**src/rtl/mem_port_arbiter.sv**
```systemverilog
// mem_port_arbiter: shares one single-port byte-addressed RAM between the
// instruction-fetch port (F, word reads only) and the load/store port (D).
// Each access is a registered IDLE -> ACCESS -> DONE transaction. Misaligned
// or illegal accesses skip ACCESS and report an error without touching RAM.
//
// Ports:
//   Clk, Reset              clock (rising edge), asynchronous active-high reset
//   FReq/FAddr              fetch request and byte address
//   FAck/FData/FErr         fetch completion pulse, fetched word, error pulse
//   DReq/DWrite/DAddr/DSize load/store request, direction, address, size
//   DSigned/DWrData         narrow-load sign request, store data
//   DAck/DRdData/DErr       load/store completion pulse, load result, error pulse
//   Mem*                    RAM interface (Enable, ReadWrite, Address, Size,
//                           DataIn, DataOut with combinational read)
//   Busy                    high whenever a transaction is in progress
//
// Optional feature: define MEM_SIGNEXT_EN to sign-extend byte/halfword loads
// issued with DSigned=1. Without it, narrow loads are always zero-extended.

module mem_port_arbiter #(
    parameter int unsigned ADDR_W           = 8,
    parameter int unsigned FETCH_STARVE_MAX = 4
) (
    input  logic              Clk,
    input  logic              Reset,
    input  logic              FReq,
    input  logic [ADDR_W-1:0] FAddr,
    output logic              FAck,
    output logic [31:0]       FData,
    output logic              FErr,
    input  logic              DReq,
    input  logic              DWrite,
    input  logic [ADDR_W-1:0] DAddr,
    input  logic [1:0]        DSize,
    input  logic              DSigned,
    input  logic [31:0]       DWrData,
    output logic              DAck,
    output logic [31:0]       DRdData,
    output logic              DErr,
    output logic              MemEnable,
    output logic              MemReadWrite,
    output logic [ADDR_W-1:0] MemAddress,
    output logic [1:0]        MemSize,
    output logic [31:0]       MemDataIn,
    input  logic [31:0]       MemDataOut,
    output logic              Busy
);

    localparam logic [3:0] StarveMax = 4'(FETCH_STARVE_MAX);

    typedef enum logic [1:0] {StIdle, StAccess, StDone} state_e;

    state_e              state_q, state_d;
    logic                mem_en_q, mem_en_d;
    logic                mem_rw_q, mem_rw_d;
    logic [ADDR_W-1:0]   mem_addr_q, mem_addr_d;
    logic [1:0]          mem_size_q, mem_size_d;
    logic [31:0]         mem_din_q, mem_din_d;
    logic                grant_f_q, grant_f_d;
    logic                d_signed_q, d_signed_d;
    logic                f_ack_q, f_ack_d, f_err_q, f_err_d;
    logic                d_ack_q, d_ack_d, d_err_q, d_err_d;
    logic [31:0]         f_data_q, f_data_d;
    logic [31:0]         d_rd_data_q, d_rd_data_d;
    logic [3:0]          starve_q, starve_d;

    logic                win_f, f_legal, d_legal, legal;
    logic                ext_b, ext_h;
    logic [31:0]         load_fmt;

    // D wins unless it is absent or F has been starved for the maximum run.
    assign win_f   = FReq && (!DReq || (starve_q == StarveMax));
    assign f_legal = (FAddr[1:0] == 2'b00);

    always_comb begin
        d_legal = 1'b0;
        case (DSize)
            2'b00:   d_legal = 1'b1;
            2'b01:   d_legal = !DAddr[0];
            2'b10:   d_legal = (DAddr[1:0] == 2'b00);
            default: d_legal = 1'b0;
        endcase
    end

    assign legal = win_f ? f_legal : d_legal;

`ifdef MEM_SIGNEXT_EN
    assign ext_b = d_signed_q && MemDataOut[7];
    assign ext_h = d_signed_q && MemDataOut[15];
`else
    logic unused_dsigned;
    assign unused_dsigned = d_signed_q;
    assign ext_b = 1'b0;
    assign ext_h = 1'b0;
`endif

    always_comb begin
        load_fmt = MemDataOut;
        case (mem_size_q)
            2'b00:   load_fmt = {{24{ext_b}}, MemDataOut[7:0]};
            2'b01:   load_fmt = {{16{ext_h}}, MemDataOut[15:0]};
            default: load_fmt = MemDataOut;
        endcase
    end

    always_comb begin
        state_d     = state_q;
        mem_en_d    = mem_en_q;
        mem_rw_d    = mem_rw_q;
        mem_addr_d  = mem_addr_q;
        mem_size_d  = mem_size_q;
        mem_din_d   = mem_din_q;
        grant_f_d   = grant_f_q;
        d_signed_d  = d_signed_q;
        f_ack_d     = f_ack_q;
        f_err_d     = f_err_q;
        d_ack_d     = d_ack_q;
        d_err_d     = d_err_q;
        f_data_d    = f_data_q;
        d_rd_data_d = d_rd_data_q;
        starve_d    = starve_q;

        case (state_q)
            StIdle: begin
                if (FReq || DReq) begin
                    grant_f_d = win_f;
                    if (win_f) begin
                        mem_addr_d = FAddr;
                        mem_size_d = 2'b10;
                        mem_din_d  = 32'h0;
                        mem_rw_d   = 1'b0;
                        d_signed_d = 1'b0;
                    end else begin
                        mem_addr_d = DAddr;
                        mem_size_d = DSize;
                        mem_din_d  = DWrData;
                        mem_rw_d   = legal && DWrite;
                        d_signed_d = DSigned;
                    end
                    mem_en_d = legal;
                    if (legal) begin
                        state_d = StAccess;
                    end else begin
                        state_d = StDone;
                        f_err_d = win_f;
                        d_err_d = !win_f;
                    end
                    // Error transactions count as grants for fairness.
                    if (win_f || !FReq) begin
                        starve_d = 4'd0;
                    end else if (starve_q != StarveMax) begin
                        starve_d = starve_q + 4'd1;
                    end
                end
            end
            StAccess: begin
                mem_en_d = 1'b0;
                mem_rw_d = 1'b0;
                state_d  = StDone;
                if (grant_f_q) begin
                    f_ack_d  = 1'b1;
                    f_data_d = MemDataOut;
                end else begin
                    d_ack_d = 1'b1;
                    if (!mem_rw_q) begin
                        d_rd_data_d = load_fmt;
                    end
                end
            end
            StDone: begin
                f_ack_d = 1'b0;
                f_err_d = 1'b0;
                d_ack_d = 1'b0;
                d_err_d = 1'b0;
                state_d = StIdle;
            end
            default: state_d = StIdle;
        endcase
    end

    always_ff @(posedge Clk or posedge Reset) begin
        if (Reset) begin
            state_q     <= StIdle;
            mem_en_q    <= 1'b0;
            mem_rw_q    <= 1'b0;
            mem_addr_q  <= '0;
            mem_size_q  <= 2'b00;
            mem_din_q   <= 32'h0;
            grant_f_q   <= 1'b0;
            d_signed_q  <= 1'b0;
            f_ack_q     <= 1'b0;
            f_err_q     <= 1'b0;
            d_ack_q     <= 1'b0;
            d_err_q     <= 1'b0;
            f_data_q    <= 32'h0;
            d_rd_data_q <= 32'h0;
            starve_q    <= 4'd0;
        end else begin
            state_q     <= state_d;
            mem_en_q    <= mem_en_d;
            mem_rw_q    <= mem_rw_d;
            mem_addr_q  <= mem_addr_d;
            mem_size_q  <= mem_size_d;
            mem_din_q   <= mem_din_d;
            grant_f_q   <= grant_f_d;
            d_signed_q  <= d_signed_d;
            f_ack_q     <= f_ack_d;
            f_err_q     <= f_err_d;
            d_ack_q     <= d_ack_d;
            d_err_q     <= d_err_d;
            f_data_q    <= f_data_d;
            d_rd_data_q <= d_rd_data_d;
            starve_q    <= starve_d;
        end
    end

    assign FAck         = f_ack_q;
    assign FErr         = f_err_q;
    assign FData        = f_data_q;
    assign DAck         = d_ack_q;
    assign DErr         = d_err_q;
    assign DRdData      = d_rd_data_q;
    assign MemEnable    = mem_en_q;
    assign MemReadWrite = mem_rw_q;
    assign MemAddress   = mem_addr_q;
    assign MemSize      = mem_size_q;
    assign MemDataIn    = mem_din_q;
    assign Busy         = (state_q != StIdle);

endmodule

```
**config.mk**
```make
export PLATFORM = sky130hd
export DESIGN_NAME = mem_port_arbiter
export DESIGN_NICKNAME = d
export VERILOG_FILES = /design/src/rtl/mem_port_arbiter.sv
export SDC_FILE = /design/constraint.sdc
export NUM_CORES = 1
export LEC_CHECK = 0
export ABC_AREA = 1
export CAP_MARGIN = 0
export CELL_PAD_IN_SITES_DETAIL_PLACEMENT = 1
export CELL_PAD_IN_SITES_GLOBAL_PLACEMENT = 2
export CORE_ASPECT_RATIO = 0.5
export CORE_MARGIN = 2
export CORE_UTILIZATION = 27
export CTS_CLUSTER_SIZE = 25
export DETAILED_ROUTE_END_ITERATION = 8
export PLACE_DENSITY_LB_ADDON = 0.08
export SLEW_MARGIN = 40
export SYNTH_ARGS = -nofsm -noshare
export SYNTH_HDL_FRONTEND = slang
export SYNTH_SLANG_ARGS = --single-unit
```
**constraint.sdc**
```tcl
create_clock -name Clk -period 10.7 [get_ports Clk]
set_input_delay 1.605 -clock Clk [delete_from_list [all_inputs] [get_ports Clk]]
set_output_delay 1.605 -clock Clk [all_outputs]
set_load 0.01 [all_outputs]
```
==> summary.md, run 1 <==
The top cell type's share of synthesized area was 0.605. The clock edge transition at the registers on the reported setup and hold paths is 0.06 ns, and the largest driver fanout on the critical path is 52. The number of antenna violations at the first check in global routing is 0, and the fraction of final layout cells with drive strength greater than 1 is 0.105. Routability-driven placement finished with a final weighted congestion of 0.710. For the total nets after synthesis, the log shows 598.

Number of global-route vias before repair: 4,349. After layout, the minimum clock period comes to 3.44 ns. Relative slew slack: 0.517. In the post-synthesis netlist, the biggest area contributors are dfrtp_1 (61%), nand2_1 (11%), nand3_1 (4.7%). Setup repair after global routing left no endpoint under its margin. For this block, the initial DRC count from the detailed router was 137.

The later-pin clock latency in the skew report is 0.41 ns, and the number of buffer cells added on primary ports is 199. Starting density of the core: 0.279. The number of pins exceeding their max-slew limit in the final report came out at 0. The run gives 0.000110 V as the maximum resistive drop on vdd. The flow ran to the end, and the final reports show no timing, DRC or antenna violations. The floorplan step defined a core boundary enclosing 17,600 um2. The classification of the worst-slack hold path was reg -> reg. The top cell types in the final layout, fill and taps aside, are clkdlybuf4s50_1 (199), nand2_1 (147), dfrtp_1 (119). The first TritonRoute pass finished after 4 iterations. The logs give 201 for the top-level port count and 3.73 ns for the arrival time of the worst setup path. Actual slew at the worst max-slew pin: 0.725 ns.

The logs give 2.06 mW for the total power and 9710 um for the HPWL after detailed placement. For the antenna diode count, the log shows 0. The run gives 0 as the count of instances resized after the clock tree is built. Compared with the post-synthesis result, the final layout area differs by 56.6%. Derived from the worst setup path, the maximum achievable clock frequency is 291 MHz. The logs give 10.99 ns for the required time of the worst setup path and 0 for the count of yosys warnings during synthesis. For the total overflow reported by the global router, the log shows 0. The CTS sink count was 119; the core occupancy in the finished layout was 0.437. The maximum number of pins on one net before global-route repair was 76. The run gives 4,140 as the overall via count from detail_route. Power spread over the standard cell area amounts to 267 nW/um2.

Synthesized area per cell: 9.68 um2. The final layout contains routed wiring with a total length of 15,000 um. After layout, the worst setup slack is 7.26 ns. Standby leakage power: 3.59 nW. The wire length of the first global-routing pass was 24,000 um. The worst setup path startpoint is FReq. The startpoint kind of the worst setup timing path was a primary input. The synthesized design contains 119 register bits. The H-tree generated during clock tree synthesis spans 4 levels. For the final database, setup skew stands at 0.00851 ns. The detailed-route vias per instance is 4.37. The number of hold buffers added after CTS was 0. The die width is 195 um, and the number of buffers added by the clock tree synthesis step is 17. The cell taking the most area after synthesis was dfrtp_1. The final worst-path cycle share works out to 0.321.

The run gives 0.161 as the global routing usage summed across all routing layers. After detailed routing, the average wire length per cell comes to 15.9 um. The cell sitting at the root of the clock tree is a clkbuf_16.

Setup violations remaining at the end of the flow were counted as 0. By startpoint and endpoint, the worst setup path is classified as in -> reg. Row generation in the floorplan step produced 34 rows.

STA classifies the critical path endpoint as a flop. TritonCTS built the clock tree. The count of nets left with antenna violations once routing finished came out at 0.

The vertical die dimension is 99.4 um. Counting the fill cells in the layout gives 2,006. The count of unique library cells instantiated by Yosys is 27, and the overall die area is 19,400 um2.

For this run, design rule violations remaining after detail routing come to 0. Synthesis produced 508 cells. In the final design database the tool counted 791 nets. The tool flagged a number of max-cap violations equal to 0.

After synthesis the cells add up to 4920 um2. Sequential cell area fraction in the yosys report: 0.605. For the total setup buffers inserted after CTS, the log shows 0.

In the final timing run, aggregate negative setup slack is 0 ns. The number of failing hold endpoints at the final stage came out at 0. The clock passes through at most 2 buffers. The worst register-to-register path has a setup slack of 8.42 ns. Leaving out fill and tap cells, the most frequent cell in the layout is clkdlybuf4s50_1.

The start point of the worst min-delay path is DAck. The worst register-to-register path begins at starve_q[0]. Timing analysis after detailed placement gives a worst setup slack of 6.88 ns.
[cell type report]
class | instances | area (um2) | share of cell area
Sequential cell | 119 | 2980 | 0.387
Inverter | 46 | 180 | 0.0234
Tap cell | 234 | 293 | 0.0380
Multi-Input combinational cell | 316 | 1620 | 0.210
Clock inverter | 9 | 148 | 0.0192
Clock buffer | 22 | 474 | 0.0616
Timing Repair Buffer | 201 | 2010 | 0.261
[critical path, cell delays in order]
cell,delay [ns]
clkdlybuf4s50_1,0.60
nor2_1,0.15
nor2_4,0.11
buf_4,0.46
inv_4,0.35
a21oi_1,0.26
a21oi_1,0.09
[registers in the layout, summed over array words and instances, names as in the netlist, 2 cells and up]
signal      flops
DRdData        32
FData          32
MemAddress      8
MemDataIn      32
MemSize         2
starve_q        4
state_q         2
[worst paths after layout]
path / to / cells after the start
max: MemAddress[6] / 7
min: DAck / 2
max reg2reg: MemSize[1] / 8
min reg2reg: DAck / 2
max in group asynchronous: MemAddress[0] / 3
min in group asynchronous: FData[3] / 2
[cells by family after synthesis]
kind of cell / synth area share
adders and majority gates: 0.00509
xor gates and xnor gates: 0.00356
muxes: 0.0183
DFF: 0.605
AOI/OAI and AO/OA: 0.101
and+or+nand+nor: 0.199
buffers and inverters: 0.0679
[per-stage QoR]
stage	cells	hold slack, ns	instance area [um2]
after detailed placement	916	0.465	7080
after global routing	947	0.499	7700
after floorplan	508	0.481	4920
final	947	0.471	7700
after global placement	916	0.456	7060
after CTS	947	0.480	7700
[per-layer routing]
| layer | vias up | GRT usage | wire length [um] |
|---|---|---|---|
| li1 | 2018 | - | - |
| met1 | 1999 | 0.208 | 6990 |
| met2 | 111 | 0.243 | 6660 |
| met3 | 12 | 0.0695 | 1240 |
| met4 | 0 | 0.0564 | 138 |
| met5 | - | 0 | 0 |
[synth_stat cells]
master,number
a21oi_1,19
inv_1,41
nand2_4,1
or2_2,1
dfrtp_1,119
buf_1,6
buf_2,10
nor2_4,2
nand2_1,148
o31ai_1,8
nand4_1,2
clkinv_1,2
inv_4,1
xor2_1,2
nand2_2,9
nor2_1,17
nand3_1,46
inv_2,2
buf_6,6
clkbuf_1,5
o21ai_0,32
o31ai_2,8
o21ai_2,8
nor2_8,1
mux2_2,8
o21ai_1,2
ha_1,2
[power breakdown]
group	internal, mW	switching [mW]	leakage (nW)	total, mW
Sequential	0.619	0.0931	1.47	0.713
Clock	0.405	0.207	0.306	0.613
Combinational	0.401	0.334	1.81	0.734
Total	1.43	0.634	3.59	2.06
(Power assumes the default switching activity.)
==> run 2: changes to the inputs <==
--- a/config.mk
+++ b/config.mk
@@ -11,7 +11,7 @@
 export CELL_PAD_IN_SITES_GLOBAL_PLACEMENT = 2
 export CORE_ASPECT_RATIO = 0.5
 export CORE_MARGIN = 2
-export CORE_UTILIZATION = 27
+export CORE_UTILIZATION = 25
 export CTS_CLUSTER_SIZE = 25
 export DETAILED_ROUTE_END_ITERATION = 8
 export PLACE_DENSITY_LB_ADDON = 0.08
==> constraint.sdc (replaced) <==
create_clock -name Clk -period 3.2 [get_ports Clk]
set_input_delay 0.48 -clock Clk [delete_from_list [all_inputs] [get_ports Clk]]
set_output_delay 0.48 -clock Clk [all_outputs]
set_load 0.01 [all_outputs]
==> summary.md, run 2 (synthesis results as in run 1) <==
Total setup buffers inserted after CTS: 0 (unchanged). The worst register-to-register path ends at starve_q[3]. For the CTS sink count, the log shows 119 (unchanged). The setup TNS after final layout is 0 ns (unchanged). The relative slew slack is 0.445 (-0.0723).

The core box area is 19,400 um2 (+10%), and the top-level port count is 201 (unchanged). The logs give 6.63 mW (+220%) for the total power and 0 (unchanged) for the number of pins exceeding their max-slew limit in the final report. The path with the worst hold slack has its endpoint at DAck. The critical path's top delay family is buffers and inverters.

The critical path is of the reg -> out type. Setup repair after global routing left no endpoint under its margin. Maximum resistive drop on vdd: 0.000318 V (+190%). Starting density of the core: 0.254 (-0.0253).

The cell depth of the worst setup path is 3 (-4). Number of failing hold endpoints at the final stage: 0 (unchanged). The global routing usage summed across all routing layers was 0.150 (-0.0111); the depth of the worst register-to-register path was 7 (-1).

The wire length of the first global-routing pass is 24,200 um (+0.86%). The startpoint identified for the worst hold timing path is DAck. The total wirelength of the detailed-routed design was 15,100 um (+0.55%); the highest achievable clock rate was 485 MHz. Antenna diode count: 0 (unchanged). The logs give 0 (unchanged) for the total setup violations reported at the end of the flow and 120 (+58%) for the maximum number of pins on one net before global-route repair.

The overall die area was 20,900 um2 (+7.8%). The clock period could shrink to 2.06 ns. The number of H-tree levels was 4 (unchanged).

The tools report the clock tree root buffer cell as clkbuf_16. The areal power density over the cells is 863 nW/um2 (+220%), and the count of instances resized after the clock tree is built is 0 (unchanged). The number of antenna violations at the first check in global routing is 0 (unchanged).

STA classifies the critical path startpoint as a flop. The max-cap check violation count is 0 (unchanged), and the final worst-path cycle share is 0.644. The later-pin clock latency in the skew report was 0.41 ns (about the same). The total overflow reported by the global router was 0 (unchanged); the clock edge transition at the registers on the reported setup and hold paths was 0.06 ns (about the same).

Largest driver fanout on the critical path: 5 (-90%). The run finished with clean final reports. The detailed-route vias per instance was 4.23 (-3.2%); the count of nets after finishing was 795 (+0.51%). The tools report the element type at the critical path end as an output pin.

The maximum single-stage delay on the critical path was 0.56 ns (-0.04 ns); the number of core rows was 36 (+5.9%). The run gives 2.72 ns (-8.27 ns) as the required time of the worst setup path. The die width was 202 um (+3.8%). The arrival time of the worst setup path was 1.58 ns (-2.15 ns). The count of unresolved DRC violations after routing was 0 (unchanged); the count of routing violations after the opening detailed-route iteration was 124 (-9.5%). The global placer's final weighted congestion was 0.684 (-3.6%); the worst setup slack for register-to-register paths was 1.43 ns (-6.99 ns).

The actual slew at the worst max-slew pin works out to 0.828 ns (+0.103 ns). The number of cells traversed by the worst hold path works out to 2 (unchanged). Hold-fix buffer count after cts: 0 (unchanged). The signal on the critical path passes through nor2_1 -> inv_1 -> clkdlybuf4s50_1.

The fraction of final layout cells with drive strength greater than 1 is 0.108 (+0.00235). The run gives 0 (unchanged) as the number of antenna-violating nets in the routed design. The number of buffer cells added on primary ports was 199 (unchanged). The critical-path cell with the highest stage delay is clkdlybuf4s50_1. In the layout the commonest cells are clkdlybuf4s50_1 (199), nand2_1 (147), dfrtp_1 (119). The maximum buffer depth of the clock tree came out at 2 (unchanged).

TritonCTS built the clock tree. The startpoint identified for the worst register-to-register timing path is state_q[1]. Leaving out fill and tap cells, the most frequent cell in the layout is clkdlybuf4s50_1.

The routed wire length per instance came out at 15.4 um (-3.0%). The vertical die dimension works out to 103 um (+3.8%). Number of global-route vias before repair: 4,391 (+0.97%). For the number of buffers added by the clock tree synthesis step, the log shows 17 (unchanged). The overall via count from detail_route came out at 4,154 (+0.34%). The tools report the number of optimization iterations in the first detailed-route pass as 4 (unchanged). The standby leakage power was 3.55 nW (-1.2%); the worst clock skew was 0.00993 ns (+0.00142 ns). The classification of the worst-slack hold path is reg -> reg. The HPWL after detailed placement is 10,000 um (+3.5%), and the growth of design area from synthesis to finish is 56.3%. The worst path buffer plus inverter count works out to 2 (-1).
## run 2: power by group
part,switching (mW),internal (mW),leakage [nW]
Combinational,1.11,1.35,1.81
Clock,0.692,1.09,0.264
Sequential,0.313,2.07,1.47
Total,2.12,4.51,3.55
## run 2: worst max-delay path by stage
stage / from / to
after detailed placement: FReq / starve_q[3]
after floorplan: Reset / DAck
after global routing: state_q[0] / Busy
after global placement: FReq / starve_q[3]
final: state_q[0] / Busy
after CTS: state_q[1] / Busy
## run 2: cell type report
cell class / count / area (um2)
clock buffer: 21 / 460
clock inverter: 9 / 78.8
fill: 2178 / 11700
inverter: 46 / 179
multi-input combinational: 316 / 1610
sequential: 119 / 2980
tap: 266 / 333
timing repair buffer: 205 / 2050
## run 2: through the flow
step / cells / cell area (um2) / hold WS (ns) / utilization / setup WS, ns
after floorplan: 508 / 4920 / 0.481 / - / 1.26
after global placement: 952 / 7150 / 0.458 / 0.369 / 0.848
after detailed placement: 952 / 7150 / 0.464 / 0.369 / 0.851
after CTS: 982 / 7690 / 0.477 / 0.397 / 1.10
after global routing: 982 / 7690 / 0.496 / 0.397 / 1.05
final: 982 / 7690 / 0.472 / 0.397 / 1.14
## run 2: per-layer routing
layer,global-route usage,part of all wire,vias to the layer above
met3,0.0611,0.078,9
met4,0.0421,0.0073,0
li1,-,-,2023
met1,0.201,0.46,2026
met2,0.225,0.45,96
met5,0,0,-
## run 2: worst reg2reg max path, stage by stage, from the launching register on
cell     delay (ns)
dfrtp_1        0.42
nor2_1         0.12
inv_1          0.10
nor2_4         0.12
buf_4          0.50
nand4_1        0.19
xor2_1         0.17
nor2_1         0.05
